## config.mk

```make
export PLATFORM = sky130hd
export DESIGN_NAME = mult_fu_ctrl
export DESIGN_NICKNAME = d
export VERILOG_FILES = /design/src/rtl/mult_fu_ctrl.sv
export SDC_FILE = /design/constraint.sdc
export NUM_CORES = 1
export LEC_CHECK = 0
export CAP_MARGIN = 20
export CORE_MARGIN = 1
export CORE_UTILIZATION = 50
export CTS_CLUSTER_SIZE = 8
export DETAILED_ROUTE_END_ITERATION = 10
export GPL_TIMING_DRIVEN = 0
export HOLD_SLACK_MARGIN = 0.03
export PLACE_DENSITY = 0.94
export SLEW_MARGIN = 20
export SYNTH_ARGS = -nofsm -noshare
export SYNTH_HDL_FRONTEND = slang
export SYNTH_SLANG_ARGS = --single-unit
```

## constraint.sdc

```tcl
create_clock -name clock -period 14.2 [get_ports clock]
set_input_delay 4.26 -clock clock [delete_from_list [all_inputs] [get_ports clock]]
set_output_delay 4.26 -clock clock [all_outputs]
set_load 0.01 [all_outputs]
```

## src/rtl/mult_fu_ctrl.sv

```systemverilog
// Issue controller and result buffer for a fixed-latency pipelined multiplier.
// Extends operands per RV32M func, shadows the non-stallable multiplier chain
// with a valid/tag/func shift pipe, buffers results until the CDB grants, and
// throttles issue with a credit count covering in-flight plus buffered ops.
module mult_fu_ctrl #(
  parameter int unsigned NUM_STAGE = 4,
  parameter int unsigned OUT_DEPTH = 4,
  parameter int unsigned TAG_W     = 6,
  parameter int unsigned XLEN      = 32
) (
  input  logic                clock,
  input  logic                reset,
  input  logic                issue_valid,
  input  logic [1:0]          issue_func,
  input  logic [XLEN-1:0]     issue_rs1,
  input  logic [XLEN-1:0]     issue_rs2,
  input  logic [TAG_W-1:0]    issue_tag,
  output logic                issue_ready,
  input  logic                squash,
  output logic                mult_start,
  output logic [2*XLEN-1:0]   mult_mcand,
  output logic [2*XLEN-1:0]   mult_mplier,
  input  logic [2*XLEN-1:0]   mult_product,
  output logic                result_valid,
  output logic [XLEN-1:0]     result_data,
  output logic [TAG_W-1:0]    result_tag,
  input  logic                cdb_grant
);

  localparam int unsigned PTR_W = (OUT_DEPTH > 1) ? $clog2(OUT_DEPTH) : 1;
  localparam int unsigned CNT_W = $clog2(OUT_DEPTH + 1);

  localparam logic [1:0] FN_MUL    = 2'd0;
  localparam logic [1:0] FN_MULH   = 2'd1;
  localparam logic [1:0] FN_MULHU  = 2'd3;

  // Shift pipe shadowing the multiplier chain
  logic [NUM_STAGE-1:0] r_pv;
  logic [TAG_W-1:0]     r_ptag  [NUM_STAGE];
  logic [1:0]           r_pfunc [NUM_STAGE];

  // Result FIFO storage and pointers (index plus wrap bit)
  logic [XLEN-1:0]  r_mem_data [OUT_DEPTH];
  logic [TAG_W-1:0] r_mem_tag  [OUT_DEPTH];
  logic [PTR_W-1:0] r_wr_idx;
  logic [PTR_W-1:0] r_rd_idx;
  logic             r_wr_wrap;
  logic             r_rd_wrap;

  logic [CNT_W-1:0] r_count;

  logic             w_accept;
  logic             w_empty;
  logic             w_full;
  logic             w_push;
  logic             w_pop;
  logic             w_sign_a;
  logic             w_sign_b;
  logic [XLEN-1:0]  w_res;

  // Handshake and FIFO status decode
  always_comb begin
    issue_ready  = (r_count < CNT_W'(OUT_DEPTH));
    w_accept     = issue_valid & issue_ready & ~squash;
    mult_start   = w_accept;
    w_empty      = (r_wr_idx == r_rd_idx) & (r_wr_wrap == r_rd_wrap);
    w_full       = (r_wr_idx == r_rd_idx) & (r_wr_wrap != r_rd_wrap);
    result_valid = ~w_empty;
    result_data  = r_mem_data[r_rd_idx];
    result_tag   = r_mem_tag[r_rd_idx];
    w_push       = r_pv[NUM_STAGE-1] & ~squash;
    w_pop        = ~w_empty & cdb_grant & ~squash;
  end

  // Operand extension: rs1 signed unless MULHU, rs2 signed only for MUL/MULH
  always_comb begin
    w_sign_a    = issue_rs1[XLEN-1] & (issue_func != FN_MULHU);
    w_sign_b    = issue_rs2[XLEN-1] & ((issue_func == FN_MUL) | (issue_func == FN_MULH));
    mult_mcand  = {{XLEN{w_sign_a}}, issue_rs1};
    mult_mplier = {{XLEN{w_sign_b}}, issue_rs2};
  end

  // Low half for MUL, high half for the MULH variants
  always_comb begin
    w_res = (r_pfunc[NUM_STAGE-1] == FN_MUL) ? mult_product[XLEN-1:0]
                                             : mult_product[2*XLEN-1:XLEN];
  end

  // Pipe valids: the sole record of which chain slots hold live ops
  always_ff @(posedge clock or posedge reset) begin
    if (reset) begin
      r_pv <= '0;
    end else if (squash) begin
      r_pv <= '0;
    end else begin
      r_pv[0] <= w_accept;
      for (int i = 1; i < NUM_STAGE; i++) begin
        r_pv[i] <= r_pv[i-1];
      end
    end
  end

  // Pipe tag/func payload travels alongside the valids
  always_ff @(posedge clock or posedge reset) begin
    if (reset) begin
      for (int i = 0; i < NUM_STAGE; i++) begin
        r_ptag[i]  <= '0;
        r_pfunc[i] <= '0;
      end
    end else begin
      r_ptag[0]  <= issue_tag;
      r_pfunc[0] <= issue_func;
      for (int i = 1; i < NUM_STAGE; i++) begin
        r_ptag[i]  <= r_ptag[i-1];
        r_pfunc[i] <= r_pfunc[i-1];
      end
    end
  end

  // FIFO storage write at the tail
  always_ff @(posedge clock or posedge reset) begin
    if (reset) begin
      for (int i = 0; i < OUT_DEPTH; i++) begin
        r_mem_data[i] <= '0;
        r_mem_tag[i]  <= '0;
      end
    end else if (w_push) begin
      r_mem_data[r_wr_idx] <= w_res;
      r_mem_tag[r_wr_idx]  <= r_ptag[NUM_STAGE-1];
    end
  end

  // FIFO pointers wrap at OUT_DEPTH, toggling the wrap bit
  always_ff @(posedge clock or posedge reset) begin
    if (reset) begin
      r_wr_idx  <= '0;
      r_wr_wrap <= 1'b0;
      r_rd_idx  <= '0;
      r_rd_wrap <= 1'b0;
    end else if (squash) begin
      r_wr_idx  <= '0;
      r_wr_wrap <= 1'b0;
      r_rd_idx  <= '0;
      r_rd_wrap <= 1'b0;
    end else begin
      if (w_push) begin
        if (r_wr_idx == PTR_W'(OUT_DEPTH - 1)) begin
          r_wr_idx  <= '0;
          r_wr_wrap <= ~r_wr_wrap;
        end else begin
          r_wr_idx <= r_wr_idx + PTR_W'(1);
        end
      end
      if (w_pop) begin
        if (r_rd_idx == PTR_W'(OUT_DEPTH - 1)) begin
          r_rd_idx  <= '0;
          r_rd_wrap <= ~r_rd_wrap;
        end else begin
          r_rd_idx <= r_rd_idx + PTR_W'(1);
        end
      end
    end
  end

  // Credits: in-flight plus buffered ops, no same-cycle pop lookahead
  always_ff @(posedge clock or posedge reset) begin
    if (reset) begin
      r_count <= '0;
    end else if (squash) begin
      r_count <= '0;
    end else begin
      r_count <= r_count + CNT_W'(w_accept) - CNT_W'(w_pop);
    end
  end

  // Credits must keep the FIFO from ever overflowing
  always_ff @(posedge clock) begin
    if (!reset) begin
      assert (!(w_push && w_full && !w_pop));
    end
  end

endmodule
```

# --- After elaboration in Yosys (flattened, before gate mapping) ---
# Cells that the tools add are included.
op_classes:
  addsub: 4
  mul: 0
  div: 0
  magnitude_cmp: 4
  n_eq_ne: 6
  shifts: 0
  n_mux: 27
  bitwise_logic: 15
  reduce_logical: 9
ops:
  columns: ["cell", "count"]
  rows:
  - ["$bwmux 128", 1]
  - ["$mux 32", 4]
  - ["$bmux 32 s2", 1]
  - ["$demux 32 s2", 1]
  - ["$bwmux 24", 1]
  - ["$mux 6", 3]
  - ["$bmux 6 s2", 1]
  - ["$demux 6 s2", 1]
  - ["$mux 2", 6]
  - ["$and 1x1->1", 8]
  - ["$reduce_bool 2->1", 4]
  - ["$ge 3x3->1 const B", 2]
  - ["$mux 1", 6]
  - ["$not 2->3", 2]
  - ["$add 2x1->2 const B", 2]
  - ["$eq 2x2->1 const B", 2]
  - ["$logic_not 2->1", 2]
  - ["$mux 4", 1]
  - ["$not 1->1", 4]
  - ["$reduce_and 2->1", 2]
  - ["$add 3x1->3", 1]
  - ["$lt 3x1->1 const B", 1]
  - ["$lt 3x3->1 const B", 1]
  - ["$mux 3", 1]
  - ["7 further kinds", 7]
word_totals:
  ff_bits: 197
  latch_bits: 0
  ramBits: 0
  mem_bits_ro: 0
  in_bits: 141
  out_inout_bits: 169
  elab_cells: 87
  mem_count: 0

# --- Logic depth before layout (Yosys ltp) ---
# Gate-level depths: netlist of the first run.
depth:
  ltp_word: 7
  depth_mapped: 11
  ltp_nobuf: 10

# --- Worst setup path before layout of the first run ---
# Ideal clock, no wire load.
synth_path:
  path_kind: "in2out"
  startpoint: "in issue_rs1[31]"
  endpoint: "out mult_mcand[32]"
  arrival_time_ns: 6.387
  setup_slack_ns: 3.553
  path_stages: 2
  path_buffers: 1
  path_cell_list: "a21boi_0 buf_4"
synth_via:
  elab_chain_cells: 1
synth_rtl:
  columns: ["element", "line_no", "rtl"]
  rows:
  - ["start: declaration", "15", "input logic [XLEN-1:0] issue_rs1,"]
  - ["$and 1x1->1", "77", "w_sign_a = issue_rs1[XLEN-1] & (issue_func != FN_MULHU);"]
  - ["end: declaration", "21", "output logic [2*XLEN-1:0] mult_mcand,"]
# Every way passes these cells.

# --- Worst setup path after layout of the first run ---
layout_path:
  startpoint: "in issue_func[1]"
  endpoint: "out mult_mcand[63]"
layout_via:
  elab_chain_cells: 2
layout_rtl:
  columns: ["element", "line_no", "rtl"]
  rows:
  - ["start: declaration", "14", "input logic [1:0] issue_func,"]
  - ["$ne 2x2->1", "77", null]
  - ["$and 1x1->1", "77", null]
# Every way passes these cells.

==> impl_metrics.ini, run 1 <==
[sta]
timing.final.crit_share = 0.726
hold_slack_ns = 0.348
relSlewSlack = 0.504
max_freq_mhz = 97.0
final_hold_viol_count = 0
clock_skew_ns = 0.0106
finalSetupTns_ns = 0
worst_pin_slew_ns = 0.743
setup_viol = 0
period_needed_ns = 10.31
drv_slew = 0
rsz0062_at_grt = no

[clock_network]
clk_latency_ns = 0.44
clockRootBuffer = clkbuf_16
post_cts_buffers = 0
htreeDepth = 4
clockBufferDepth = 2
cts_resized = 0
cts_hold_buf = 0
cts-buffers-inserted = 17
clk_pin_slew_ns = 0.06
cts_tree = built
cts_sinks = 197

[power_and_ir_drop]
p_leak_nw = 5.78
power_density_nw_per_um2 = 110
vdd_drop_max_uv = 101

[setup_path]
cp_max_fo = 26
timing.rr.start = r_rd_idx[1]
crit_type = primary input to primary output
worstSetupStartpointType = primary input
end_kind = primary output
crit_start = issue_func[1]
required_ns = 9.94
worst_ep_arrival_time_ns = 6.05

[synth]
synth_area_leader_cell = dfrtp_1
synth-seq-area-share = 0.538
ys_types = 32
yosys_warnings = 0
syn_inst = 783
syn_avg_cell_area_um2 = 11.7
synth_top_area_share = 0.538
yosys-top-cells-area = dfrtp_1 54%, buf_4 11%, mux4_2 9.3%
syn_area_um2 = 9170
syn_nets = 932
synth_seq_cells = 197

[place]
numPortBuffers = 247
finalWeightedCongestion = 0.826
dp_hpwl_mm = 17.2
placed_cell_area_um2 = 12000

[min_path]
min-delay-start = r_ptag[21]
hold_class = register to register

[global_route]
grt_pass1_wl_mm = 36.1
busiest_layer = met2
grt_max_degree = 113
grt_pass1_vias = 7147
grt_use_total = 0.261
grt_use_met1 = 0.300
grt_use_met2 = 0.456
use_met3 = 0.0633
grt_overflow = 0
grt_antenna_before_repair = 0

[cells_and_area]
multi_input_area_um2 = 3050
final_common_cell = clkdlybuf4s50_1
n_fill_cell = 1199
layout_common_cells = 247 x clkdlybuf4s50_1, 197 x dfrtp_1, 133 x buf_4
antenna_cells = 0
nets = 1201
finalInstanceArea_um2 = 12600
area_growth_pct = 37.3
drive_above_1_share = 0.212
regArea_um2 = 4930

[routing]
drtIter0Drc = 549
wire_per_inst_um = 18.4
remaining_drc_errors = 0
viasPerCell = 5.40
antenna_left = 0
drt_pass1_iterations = 6
vias = 6986
wl_mm = 23.8

[floorplanning]
design.portCount = 310
coreArea_um2 = 18000
die_area_um2 = 18900
rows = 49
die_w_um = 137
die_y_um = 137
initial_core_util = 0.510

[outcome]
outcome = finished clean

[run]
maxCapViolations = 0
[sequential cells by signal (all words and copies together) (netlist names)]
register,flops
r_count,3
r_mem_tag,24
r_pv,4
r_wr_idx,2
r_mem_data,128
r_rd_idx,2
r_rd_wrap,1
r_ptag,24
r_pfunc,8
r_wr_wrap,1
[cell usage after synthesis]
master    instances
nand2_1         131
fa_1              1
nor2b_1           5
nor4_1            2
o21ai_0           9
clkbuf_1         25
nand3b_4          4
or4_1             1
o21ai_1         120
o211ai_1          2
nand4_1           1
ha_1              7
nor2_2            1
xnor2_1           2
a21oi_1           2
a21boi_0          1
a31oi_1           1
nand2b_1          2
buf_4           133
and3_1            4
xor2_1            5
nor4bb_1          1
nor2_1            5
mux4_2           38
mux2_1           24
buf_2            12
buf_6             1
o211a_1           1
dfrtp_1         197
inv_1            10
mux2i_1          33
or3_1             2
[path summary, 6_finish.rpt]
| path | endpoint | depth (start not counted) | slack [ns] |
|---|---|---|---|
| hold / removal | r_ptag[15] | 0 | 0.35 |
| setup / recovery | mult_mcand[63] | 5 | 3.89 |
| setup reg to reg | r_count[2] | 11 | 11.61 |
| hold reg to reg | r_ptag[15] | 0 | 0.35 |
| max in group asynchronous | r_mem_data[114] | 3 | 8.96 |
| min in group asynchronous | r_ptag[18] | 2 | 4.31 |
[where the power goes]
group          total (W)  internal [W]  switching [W]
logic           0.000297      0.000176       0.000120
clock network   0.000469      0.000254       0.000215
registers       0.000620      0.000599      0.0000210
total            0.00139       0.00103       0.000356
[routing by layer]
layer	vias to the layer above	share of wire	wire (um)
met5	-	0	0
met4	0	0.030	709
met3	58	0.084	2010
met2	391	0.53	12600
met1	3439	0.36	8490
li1	3098	-	-
[cell type report]
class                      count  share of cell area
inverter                      10             0.00358
sequential                   197               0.392
multi-input combinational    405               0.242
timing repair buffer         250               0.202
clock inverter                12             0.00934
buffer                       171              0.0925
clock buffer                  20              0.0363
tap                          229              0.0228
[through the flow]
stage	total power, W	cells	utilization	worst slack (ns)
6_report	0.00139	1294	0.701	3.89
5_1_grt	0.00144	1294	0.701	3.80
4_1_cts	0.00139	1294	0.701	3.86
3_5_place_dp	0.000926	1262	0.669	3.86
3_3_place_gp	0.000913	1259	0.664	1.44
2_1_floorplan	0.000774	783	-	3.55
[cell families (layout without fill, tap and decap cells)]
logic type                 count (synthesis)  count (layout)  share of synthesized area
muxes                                     95              95                      0.159
DFF                                      197             197                      0.538
and+or+nand+nor                          159             159                     0.0780
AOI/OAI and AO/OA                        136             136                     0.0758
xor gates and xnor gates                   7               7                    0.00669
adders and majority gates                  8               8                     0.0117
buffers and inverters                    181             463                      0.131
[worst max-delay path, stage by stage]
cell and delay (ns):
clkdlybuf4s50_1 0.50, a21boi_4 0.41, buf_16 0.21, buf_4 0.12, clkdlybuf4s50_1 0.54
No activity file was read; power rests on OpenSTA's default activity.
==> run 2: changes to the inputs <==
--- a/config.mk
+++ b/config.mk
@@ -7,12 +7,12 @@
 export LEC_CHECK = 0
 export CAP_MARGIN = 20
 export CORE_MARGIN = 1
-export CORE_UTILIZATION = 50
+export CORE_UTILIZATION = 42
 export CTS_CLUSTER_SIZE = 8
 export DETAILED_ROUTE_END_ITERATION = 10
 export GPL_TIMING_DRIVEN = 0
 export HOLD_SLACK_MARGIN = 0.03
-export PLACE_DENSITY = 0.94
+export PLACE_DENSITY = 0.85
 export SLEW_MARGIN = 20
 export SYNTH_ARGS = -nofsm -noshare
 export SYNTH_HDL_FRONTEND = slang
==> constraint.sdc (replaced) <==
create_clock -name clock -period 9.1 [get_ports clock]
set_input_delay 2.73 -clock clock [delete_from_list [all_inputs] [get_ports clock]]
set_output_delay 2.73 -clock clock [all_outputs]
set_load 0.01 [all_outputs]
==> run 2 against run 1 <==
  * Combinational power rose by 54%
  * Non-clock buffer count is the same
  * Utilization shrank 10 points
  * Sequential share of layout area shrank 0.27 points
  * Highest routed layer unchanged
  * Cell count rose by 3.6%
==> impl_metrics.ini, run 2 (synthesis results as in run 1) <==
[outcome]
outcome = finished clean

[setup_path]
crit_family = buffers and inverters
crit_type = primary input to primary output
crit_path_max_incr_delay_ns = 0.53
worst_ep_arrival_time_ns = 4.57
end_kind = primary output
r2r-end = r_count[2]
crit_path_frequent_cell = clkdlybuf4s50_1
timing.rr.start = r_rd_idx[1]
required_ns = 6.37
cp_max_fo = 22
path_cells = clkdlybuf4s50_1, nor2b_2, buf_6, buf_4, clkdlybuf4s50_1
worstSetupStartpointType = primary input
regToRegSetupSlack_ns = 6.54
rr_worst_depth = 11
crit_start = issue_func[1]
crit_buf_inv = 4
crit_path_top_delay_cell = clkdlybuf4s50_1

[sta]
setup_viol = 0
worst_pin_slew_ns = 0.776
timing.final.crit_share = 0.802
relSlewSlack = 0.483
hold_slack_ns = 0.347
rsz0062_at_grt = no
clock_skew_ns = 0.0119
max_freq_mhz = 137
finalSetupTns_ns = 0
drv_slew = 0
final_hold_viol_count = 0
period_needed_ns = 7.30

[place]
placed_cell_area_um2 = 12100
finalWeightedCongestion = 0.802
dp_cells = 1308
dp_hpwl_mm = 16.7
numPortBuffers = 247

[global_route]
grt_pass1_wl_mm = 35.6
grt_use_met2 = 0.367
grt_overflow = 0
grt_use_met1 = 0.246
grt_max_degree = 107
use_met3 = 0.0527
grt_use_total = 0.209
busiest_layer = met2
grt_pass1_vias = 7092
grt_antenna_before_repair = 0

[power_and_ir_drop]
power_density_nw_per_um2 = 172
vdd_drop_max_uv = 112
p_leak_nw = 5.79

[cells_and_area]
layout_common_cells = 247 x clkdlybuf4s50_1, 197 x dfrtp_1, 133 x buf_4
finalInstanceArea_um2 = 12700
top_regs = r_mem_data (128), r_mem_tag (24), r_ptag (24)
finalNonFillerCells = 1340
area_growth_pct = 38.3
postLayoutCoreUtil = 0.597
antenna_cells = 0
nets = 1201
final_common_cell = clkdlybuf4s50_1
largest_register = r_mem_data
drive_above_1_share = 0.213
largest_reg_flops = 128

[routing]
antenna_left = 0
drt_pass1_iterations = 4
wl_mm = 23.0
vias = 6691
remaining_drc_errors = 0
viasPerCell = 4.99
wire_per_inst_um = 17.2
drtIter0Drc = 319

[min_path]
min-delay-start = r_ptag[12]
hold_class = register to register
hold_end = r_ptag[6]
worstHoldPathCells = 0

[floorplanning]
die_area_um2 = 22400
rows = 53
design.portCount = 310
die_w_um = 150
initial_core_util = 0.432
coreArea_um2 = 21200
die_y_um = 150

[clock_network]
cts_sinks = 197
clockBufferDepth = 2
cts-buffers-inserted = 17
clockRootBuffer = clkbuf_16
cts_hold_buf = 0
cts_resized = 0
htreeDepth = 4
cts_tree = built
post_cts_buffers = 0
clk_latency_ns = 0.44
clk_pin_slew_ns = 0.07

[run]
maxCapViolations = 0
run 2: cell types whose count changed in the layout (fill, tap and decap cells not counted):
| cell | before | now |
|---|---|---|
| clkinvlp_4 | 3 | 0 |
| inv_12 | 0 | 1 |
| clkinv_2 | 2 | 0 |
| bufinv_16 | 1 | 0 |
| clkbuf_8 | 2 | 0 |
| clkinv_8 | 0 | 5 |
| inv_6 | 4 | 7 |
| clkbuf_1 | 26 | 25 |
run 2: layer usage:
metal	share of wire	routed length, um	vias to the layer above
met1	0.38	8840	3295
met3	0.072	1660	31
met4	0.023	524	0
met5	0	0	-
li1	-	-	3086
met2	0.52	12000	279
run 2: worst max-delay path by stage:
stage | slack, ns | cells after the start | endpoint
final | 1.80 | 5 | mult_mplier[56]
after detailed placement | 1.77 | 5 | mult_mplier[56]
after CTS | 1.76 | 5 | mult_mplier[56]
after global routing | 1.68 | 5 | mult_mplier[40]
after global placement | -1.32 | 2 | r_mem_data[111]
after floorplan | 1.00 | 1 | r_count[0]
run 2: metrics by stage:
step	worst slack, ns	power (W)
after global placement	-1.32	0.00143
after detailed placement	1.77	0.00144
final	1.80	0.00218
after global routing	1.68	0.00226
after floorplan	1.00	0.00121
after CTS	1.76	0.00219
run 2: where the power goes:
part | switching [W] | internal [W]
Combinational | 0.000184 | 0.000275
Clock | 0.000378 | 0.000374
Sequential | 0.0000322 | 0.000934
run 2: area by class of cell:
cell class              count  area, um2
clock inverters            15        179
fillers                  1738       8550
clock buffers              17        425
well taps                 275        344
plain buffers             171       1160
repair buffers            250       2540
inverters                  10       45.0
multi-input cells         405       3050
flip-flops and latches    197       4930
==> run 3: changes to the inputs <==
--- a/config.mk
+++ b/config.mk
@@ -7,12 +7,12 @@
 export LEC_CHECK = 0
 export CAP_MARGIN = 20
 export CORE_MARGIN = 1
-export CORE_UTILIZATION = 42
+export CORE_UTILIZATION = 46
 export CTS_CLUSTER_SIZE = 8
 export DETAILED_ROUTE_END_ITERATION = 10
 export GPL_TIMING_DRIVEN = 0
 export HOLD_SLACK_MARGIN = 0.03
-export PLACE_DENSITY = 0.85
+export PLACE_DENSITY = 0.88
 export SLEW_MARGIN = 20
 export SYNTH_ARGS = -nofsm -noshare
 export SYNTH_HDL_FRONTEND = slang
==> constraint.sdc (replaced) <==
create_clock -name clock -period 7.5 [get_ports clock]
set_input_delay 2.25 -clock clock [delete_from_list [all_inputs] [get_ports clock]]
set_output_delay 2.25 -clock clock [all_outputs]
set_load 0.01 [all_outputs]
==> run 3 against run 2 <==
  * Sequential power is 21% higher
  * Highest routed layer unchanged
  * Register-to-register slack worse by 1.6 ns
  * Hold slack better by 0.0017 ns
==> impl_metrics.ini, run 3 (synthesis results as in run 1) <==
[clock_network]
cts_hold_buf = 0
clk_latency_ns = 0.43
post_cts_buffers = 0
clockBufferDepth = 2
clockRootBuffer = clkbuf_16
cts_sinks = 197
htreeDepth = 4
cts_resized = 0
cts-buffers-inserted = 17
cts_tree = built
clk_pin_slew_ns = 0.07

[cells_and_area]
largest_reg_flops = 128
multi_input_area_um2 = 3050
n_fill_cell = 1488
final_common_cell = clkdlybuf4s50_1
postLayoutCoreUtil = 0.653
top_regs = r_mem_data (128), r_mem_tag (24), r_ptag (24)
largest_register = r_mem_data
layout_common_cells = 247 x clkdlybuf4s50_1, 197 x dfrtp_1, 133 x buf_4
nets = 1206
drive_above_1_share = 0.216
regArea_um2 = 4930
area_growth_pct = 39.2
antenna_cells = 0

[setup_path]
worst_ep_arrival_time_ns = 4.10
required_ns = 5.25
crit_family = buffers and inverters
path_cells = clkdlybuf4s50_1, nor2b_2, buf_6, buf_4, clkdlybuf4s50_1
cp_max_fo = 23
crit_path_top_delay_cell = clkdlybuf4s50_1
worstSetupStartpointType = primary input
crit_path_max_incr_delay_ns = 0.53
crit_path_frequent_cell = clkdlybuf4s50_1
crit_type = primary input to primary output
crit_buf_inv = 4
end_kind = primary output

[floorplanning]
coreArea_um2 = 19500
die_area_um2 = 20500
die_w_um = 143
initial_core_util = 0.469
die_y_um = 143
rows = 51
design.portCount = 310

[routing]
wl_met1_mm = 9.46
routed.top_layer = met4
remaining_drc_errors = 0
vias = 6927
drtIter0Drc = 401
wl_met3_mm = 1.87
viasPerCell = 5.19
drt_pass1_iterations = 6
met2_length_mm = 12.5
wl_mm = 24.5
wire_per_inst_um = 18.3
antenna_left = 0

[sta]
clock_skew_ns = 0.0103
finalSetupTns_ns = 0
drv_slew = 0
timing.final.crit_share = 0.846
hold_slack_ns = 0.349
rsz0062_at_grt = no
worst_pin_slew_ns = 0.665
max_freq_mhz = 158
period_needed_ns = 6.35
relSlewSlack = 0.557
setup_viol = 0
final_hold_viol_count = 0

[power_and_ir_drop]
p_leak_nw = 5.83
power_density_nw_per_um2 = 209
power_w = 0.00267
vdd_drop_max_uv = 180

[global_route]
grt_use_total = 0.243
grt_antenna_before_repair = 0
grt_pass1_vias = 7141
grt_overflow = 0
grt_max_degree = 37
grt_pass1_wl_mm = 37.2

[run]
maxCapViolations = 0

[place]
numPortBuffers = 247
dp_hpwl_mm = 18.2
finalWeightedCongestion = 0.792

[min_path]
hold_class = register to register

[outcome]
outcome = finished clean
[run 3: cell count changes in the layout (fill, tap and decap cells not counted), sizes merged]
cell | before | now
clkinvlp | 0 | 3
bufinv | 0 | 2
buf | 149 | 154
inv | 19 | 13
clkbuf | 42 | 43
[run 3: layout make-up]
type / count / share of cell area
sequential: 197 / 0.387
multi-input combinational: 405 / 0.239
timing repair buffer: 255 / 0.207
buffer: 171 / 0.0912
clock buffer: 18 / 0.0337
tap: 265 / 0.0260
clock inverter: 14 / 0.0134
inverter: 10 / 0.00324
[run 3: power breakdown]
part           internal (W)  switching (W)
registers           0.00113      0.0000386
clock network      0.000502       0.000420
logic              0.000339       0.000234
[run 3: metal layers]
metal,global-route usage,up-vias
met5,0,-
met4,0.0979,0
met3,0.0637,46
met2,0.414,337
met1,0.293,3449
li1,-,3095
[run 3: final timing paths]
path,to,from,slack (ns),depth (start not counted)
min in group asynchronous,r_mem_data[5],reset,2.20,2
worst max register to register,r_count[2],r_rd_idx[1],4.90,11
worst max-delay path,mult_mplier[32],issue_func[1],1.15,5
max in group asynchronous,r_mem_data[19],reset,4.13,6
worst min-delay path,r_ptag[14],r_ptag[20],0.35,0
worst min register to register,r_ptag[14],r_ptag[20],0.35,0
[run 3: metrics by stage]
stage | instances | worst slack, ns | instance area [um2]
2_1_floorplan | 783 | 0.873 | 9170
3_3_place_gp | 1295 | -1.21 | 12000
3_5_place_dp | 1303 | 1.14 | 12200
4_1_cts | 1335 | 1.14 | 12800
5_1_grt | 1335 | 1.06 | 12800
6_report | 1335 | 1.15 | 12800
